## src/rtl/mem_access.sv

```systemverilog
// mem_access: memory stage between execute and writeback; byte/half/word accesses over a req/ack bus
package mem_access_pkg;
    typedef struct packed {
        logic       mem;
        logic       iop;
        logic [2:0] fcs_opcode;
        logic [4:0] rd;
    } control_s;
endpackage

module mem_access
    import mem_access_pkg::*;
#(
    parameter int XLEN        = 32,
    parameter int ACK_TIMEOUT = 16
) (
    input  logic            i_clk,
    input  logic            i_reset_n,
    input  logic            i_valid,
    output logic            o_ready,
    input  control_s        i_control_signal,
    input  logic [XLEN-1:0] i_alu_result,
    input  logic [XLEN-1:0] i_rs2,
    output logic            o_dmem_req,
    output logic            o_dmem_we,
    output logic [XLEN-1:0] o_dmem_addr,
    output logic [3:0]      o_dmem_be,
    output logic [XLEN-1:0] o_dmem_wdata,
    input  logic            i_dmem_ack,
    input  logic [XLEN-1:0] i_dmem_rdata,
    output logic            o_done,
    input  logic            i_wb_ready,
    output control_s        o_control_signal,
    output logic [XLEN-1:0] o_rd_data,
    output logic            o_fault,
    output logic [1:0]      o_fault_cause,
    output logic [1:0]      o_current_state
);
    localparam int CW = $clog2(ACK_TIMEOUT + 1);

    typedef enum logic [1:0] {IDLE = 2'd0, REQ = 2'd1, COMPLETE = 2'd2} state_e;

    state_e          state_q;
    logic            ready_q, req_q, we_q, done_q, fault_q;
    logic [XLEN-1:0] addr_q, wdata_q, rd_q;
    logic [3:0]      be_q;
    logic [1:0]      cause_q;
    control_s        ctrl_q;
    logic [CW-1:0]   cnt_q;

    logic            illegal_in, misal_in;
    logic [3:0]      be_in;
    logic [XLEN-1:0] wdata_in, shifted, rd_d;
    logic            sext;

    // decode size legality, alignment and bus lanes of the incoming instruction
    always_comb begin
        illegal_in = !(i_control_signal.fcs_opcode inside {3'b000, 3'b001, 3'b010}
                       || (!i_control_signal.iop && i_control_signal.fcs_opcode inside {3'b100, 3'b101}));
        misal_in   = (i_control_signal.fcs_opcode[1:0] == 2'b01 && i_alu_result[0])
                  || (i_control_signal.fcs_opcode[1:0] == 2'b10 && i_alu_result[1:0] != 2'b00);
        be_in      = i_control_signal.fcs_opcode[1:0] == 2'b00 ? 4'b0001 << i_alu_result[1:0]
                   : i_control_signal.fcs_opcode[1:0] == 2'b01 ? 4'b0011 << i_alu_result[1:0]
                   : 4'b1111;
        wdata_in   = i_control_signal.fcs_opcode[1:0] == 2'b00 ? {(XLEN/8){i_rs2[7:0]}}
                   : i_control_signal.fcs_opcode[1:0] == 2'b01 ? {(XLEN/16){i_rs2[15:0]}}
                   : i_rs2;
    end

    // align and extend the returned read word into writeback data
    always_comb begin
        shifted = i_dmem_rdata >> {addr_q[1:0], 3'b000};
        sext    = ~ctrl_q.fcs_opcode[2];
        rd_d    = ctrl_q.iop ? '0
                : ctrl_q.fcs_opcode[1:0] == 2'b00 ? {{(XLEN-8){sext & shifted[7]}}, shifted[7:0]}
                : ctrl_q.fcs_opcode[1:0] == 2'b01 ? {{(XLEN-16){sext & shifted[15]}}, shifted[15:0]}
                : shifted;
    end

    // stage FSM with registered bus and writeback outputs
    always_ff @(posedge i_clk or negedge i_reset_n) begin
        if (!i_reset_n) begin
            state_q <= IDLE;
            ready_q <= 1'b0;
            req_q   <= 1'b0;
            we_q    <= 1'b0;
            done_q  <= 1'b0;
            fault_q <= 1'b0;
            addr_q  <= '0;
            wdata_q <= '0;
            rd_q    <= '0;
            be_q    <= '0;
            cause_q <= 2'b00;
            ctrl_q  <= '0;
            cnt_q   <= '0;
        end else begin
            case (state_q)
                IDLE: begin
                    ready_q <= 1'b1;
                    if (ready_q && i_valid) begin
                        ready_q <= 1'b0;
                        ctrl_q  <= i_control_signal;
                        addr_q  <= i_alu_result;
                        wdata_q <= wdata_in;
                        cnt_q   <= '0;
                        if (!i_control_signal.mem) begin
                            rd_q    <= i_alu_result;
                            cause_q <= 2'b00;
                            fault_q <= 1'b0;
                            done_q  <= 1'b1;
                            state_q <= COMPLETE;
                        end else if (illegal_in || misal_in) begin
                            rd_q    <= '0;
                            cause_q <= illegal_in ? 2'b10 : 2'b01;
                            fault_q <= 1'b1;
                            done_q  <= 1'b1;
                            state_q <= COMPLETE;
                        end else begin
                            req_q   <= 1'b1;
                            we_q    <= i_control_signal.iop;
                            be_q    <= be_in;
                            cause_q <= 2'b00;
                            fault_q <= 1'b0;
                            state_q <= REQ;
                        end
                    end
                end
                REQ: begin
                    if (i_dmem_ack || cnt_q == CW'(ACK_TIMEOUT - 1)) begin
                        req_q   <= 1'b0;
                        we_q    <= 1'b0;
                        done_q  <= 1'b1;
                        rd_q    <= i_dmem_ack ? rd_d : '0;
                        cause_q <= i_dmem_ack ? 2'b00 : 2'b11;
                        fault_q <= !i_dmem_ack;
                        state_q <= COMPLETE;
                    end else begin
                        cnt_q <= cnt_q + CW'(1);
                    end
                end
                COMPLETE: begin
                    if (i_wb_ready) begin
                        done_q  <= 1'b0;
                        fault_q <= 1'b0;
                        ready_q <= 1'b1;
                        state_q <= IDLE;
                    end
                end
                default: state_q <= IDLE;
            endcase
        end
    end

    assign o_ready          = ready_q;
    assign o_dmem_req       = req_q;
    assign o_dmem_we        = we_q;
    assign o_dmem_addr      = addr_q;
    assign o_dmem_be        = be_q;
    assign o_dmem_wdata     = wdata_q;
    assign o_done           = done_q;
    assign o_control_signal = ctrl_q;
    assign o_rd_data        = rd_q;
    assign o_fault          = fault_q;
    assign o_fault_cause    = cause_q;
    assign o_current_state  = state_q;
endmodule

```

## config.mk

```make
export PLATFORM = sky130hd
export DESIGN_NAME = mem_access
export DESIGN_NICKNAME = d
export VERILOG_FILES = /design/src/rtl/mem_access.sv
export SDC_FILE = /design/constraint.sdc
export NUM_CORES = 1
export LEC_CHECK = 0
export CAP_MARGIN = 10
export CORE_UTILIZATION = 45
export CTS_CLUSTER_DIAMETER = 120
export DETAILED_ROUTE_END_ITERATION = 12
export PLACE_DENSITY = 0.91
export SLEW_MARGIN = 20
export SYNTH_ARGS = -nofsm -noshare
export SYNTH_HDL_FRONTEND = slang
export SYNTH_SLANG_ARGS = --single-unit
export TNS_END_PERCENT = 5
```

## constraint.sdc

```tcl
create_clock -name i_clk -period 3.6 [get_ports i_clk]
set_input_delay 0.9 -clock i_clk [delete_from_list [all_inputs] [get_ports i_clk]]
set_output_delay 0.9 -clock i_clk [all_outputs]
set_load 0.02 [all_outputs]
```

==> reports/qor.yml <==
async_reset_ff_frac: 1.00
synth_nets: 784
clock-sinks: 124
hpwl_mm: 14.5
antenna_cells: 0
cp-start-kind: "input pin"
wl_per_cell_um: 19.3
grt_start_max_net_pins: 72
grt_first_pass_wirelength_mm: 32.1
yosysWarnings: 0
powerDensity_mw_per_mm2: 914
yosysMostFrequentCell: "nand2_1"
fp.dieH_um: 121
dp.cells: 1049
coreArea_mm2: 0.0138
cp_max_fo: 26
r2r_setup_slack_ns: 1.05
synth_ff_type: "dfrtp_1"
drc: 0
drt-initial-drc-count: 487
ff2ff_path_depth: 7
crit_required_ns: 3.87
maxCapViolCount: 0
crit_path_end: "o_rd_data[24]"
numCtsBuffers: 17
synth_cells: 663
routed_wirelength_mm: 20.8
vdd_ir_drop_max_uv: 450
initial_core_util: 0.459
arrival_ns: 3.09
track_usage: 0.292
globalplace.congestion: 0.818
ys_top_cells_by_area: "dfrtp_1 (49%), nand2_1 (12%), mux2i_1 (5.5%)"
dr.pass1.iters: 4
rsz0062_at_grt: "no"
cts.repair.resized: 0
clockRootBuffer: "clkbuf_16"
synth_cell_types: 50
die_w_um: 121
grt_overflow_total: 0
clk_path_buf_depth: 2
ios: 230
finalHoldViolCount: 0
synth_edf_count: 0
ys_seq_elements: 124
cp-startpoint: "i_alu_result[1]"
drive_gt1_frac: 0.0999
synth_commonest_cells: "nand2_1 (196), dfrtp_1 (124), o21ai_0 (43), mux2i_1 (35), mux2_2 (30)"
fin_cells: 1081
yosysTopAreaCell: "dfrtp_1"
final-setup-viol-count: 0
worst_pin_slew_ns: 0.852
grt_pass1_vias: 6054
via_per_inst: 5.63
h-tree-depth: 4
syn_to_final_growth_pct: 50.2
post-route-util: 0.689
numPortBuffers: 229
drtAntennaViolNets: 0
die_area_mm2: 0.0146
critPathCaptureType: "register"
final_nets: 1009
max_freq_mhz: 355
outcome: "finished, final reports clean"
synth_top_area_share: 0.489
vias: 6091
syn_avg_cell_area_um2: 9.56
cts_setup_buffers: 0
report.power.total_uw: 8700
ys_seq_area_frac: 0.489
setup.worst_path.class: "input pin to register"
hp-class: "register to register"
slew-limit-headroom: 0.430
tritoncts: "built"
finalCritPeriodShare: 0.783
rows: 43
finalMaxSlewViolations: 0
r2r_start: "o_current_state[1]"
p_leak_uw: 0.00428
finalClockSkew_ns: 0.00757
antenna_found_initial: 0
r2r_end: "o_rd_data[24]"
path_clk_slew_ns: 0.05
tns_ns: 0
fin_crit_ns: 2.82
holdBufCountCts: 0
syn_area_mm2: 0.00634
clk_latency_ns: 0.42
stage by stage:
| stage | worst slack [ns] | hold WS, ns | instance area (um^2) |
|---|---|---|---|
| after detailed placement | 0.215 | 0.464 | 8870 |
| after global routing | 0.691 | 0.495 | 9520 |
| final | 0.781 | 0.474 | 9520 |
| after global placement | 0.261 | 0.456 | 8870 |
| after CTS | 0.606 | 0.479 | 9520 |
| after floorplan | 1.02 | 0.449 | 6340 |
cell type report:
type,instances,area (um^2)
fill,1013,4300
sequential,124,3100
multi-input combinational,473,3000
timing repair buffer,250,2470
clock buffer,21,450
tap,180,225
clock inverter,11,191
inverter,22,82.6
kinds of logic (layout without fill, tap and decap cells):
group,after synthesis,after routing,synth area share
buf+inv,66,304,0.0416
simple gates,244,244,0.156
mux,78,78,0.135
xor+xnor,1,1,0.00138
compound gates,140,140,0.157
flops,124,124,0.489
fa+ha+maj,10,10,0.0197
state kept, by name, indices dropped and copies added, names as in the netlist:
register and count:
cnt_q 5, o_control_signal 10, o_current_state 2, o_dmem_addr 32, o_dmem_be 4, o_dmem_req 1, o_dmem_wdata 32, o_dmem_we 1
o_done 1, o_fault 1, o_fault_cause 2, o_rd_data 32, o_ready 1
layer usage:
layer / GRT usage / vias up / part of all wire / wire length [um]
li1: - / 2768 / - / -
met2: 0.476 / 328 / 0.48 / 9940
met5: 0 / - / 0 / 0
met3: 0.0929 / 67 / 0.090 / 1880
met1: 0.341 / 2928 / 0.39 / 8050
met4: 0.160 / 0 / 0.046 / 962
layout by cell type, fill, tap and decap left out, types with 6 or more instances in the layout:
| master | n |
|---|---|
| o21ai_0 | 43 |
| nand2b_1 | 7 |
| mux2i_1 | 35 |
| nor2_1 | 19 |
| a211oi_1 | 10 |
| nor2b_1 | 6 |
| a2bb2oi_1 | 11 |
| clkdlybuf4s50_1 | 228 |
| a21oi_1 | 14 |
| clkbuf_16 | 17 |
| ha_1 | 10 |
| inv_1 | 22 |
| mux2_2 | 30 |
| o31ai_1 | 10 |
| mux2_1 | 10 |
| a32o_1 | 8 |
| a32oi_1 | 8 |
| a221oi_1 | 15 |
| nand2_1 | 196 |
| dfrtp_1 | 124 |
| buf_4 | 20 |
critical path, cell delays in order:
cell and delay, ns:
clkdlybuf4s50_1 0.46, inv_1 0.10, ha_1 0.19, nand2b_1 0.12, a2111oi_4 0.48, buf_4 0.37
a21o_1 0.34, a32oi_1 0.11
worst min-delay path by stage:
stage	from	endpoint	slack, ns	cells past startpoint
floorplan	cnt_q[4]	cnt_q[4]	0.45	2
detailed placement	o_dmem_wdata[1]	o_dmem_wdata[1]	0.46	2
global route	o_control_signal[3]	o_control_signal[3]	0.49	2
finish	o_control_signal[3]	o_control_signal[3]	0.47	2
global placement	o_control_signal[3]	o_control_signal[3]	0.46	2
CTS	o_dmem_addr[10]	o_dmem_addr[10]	0.48	2
power by group:
| group | internal [uW] | switching [uW] | total, uW |
|---|---|---|---|
| clock | 1240 | 632 | 1880 |
| combinational | 2000 | 2380 | 4380 |
| sequential | 2030 | 410 | 2440 |
Power figures use the tool's default switching activity.
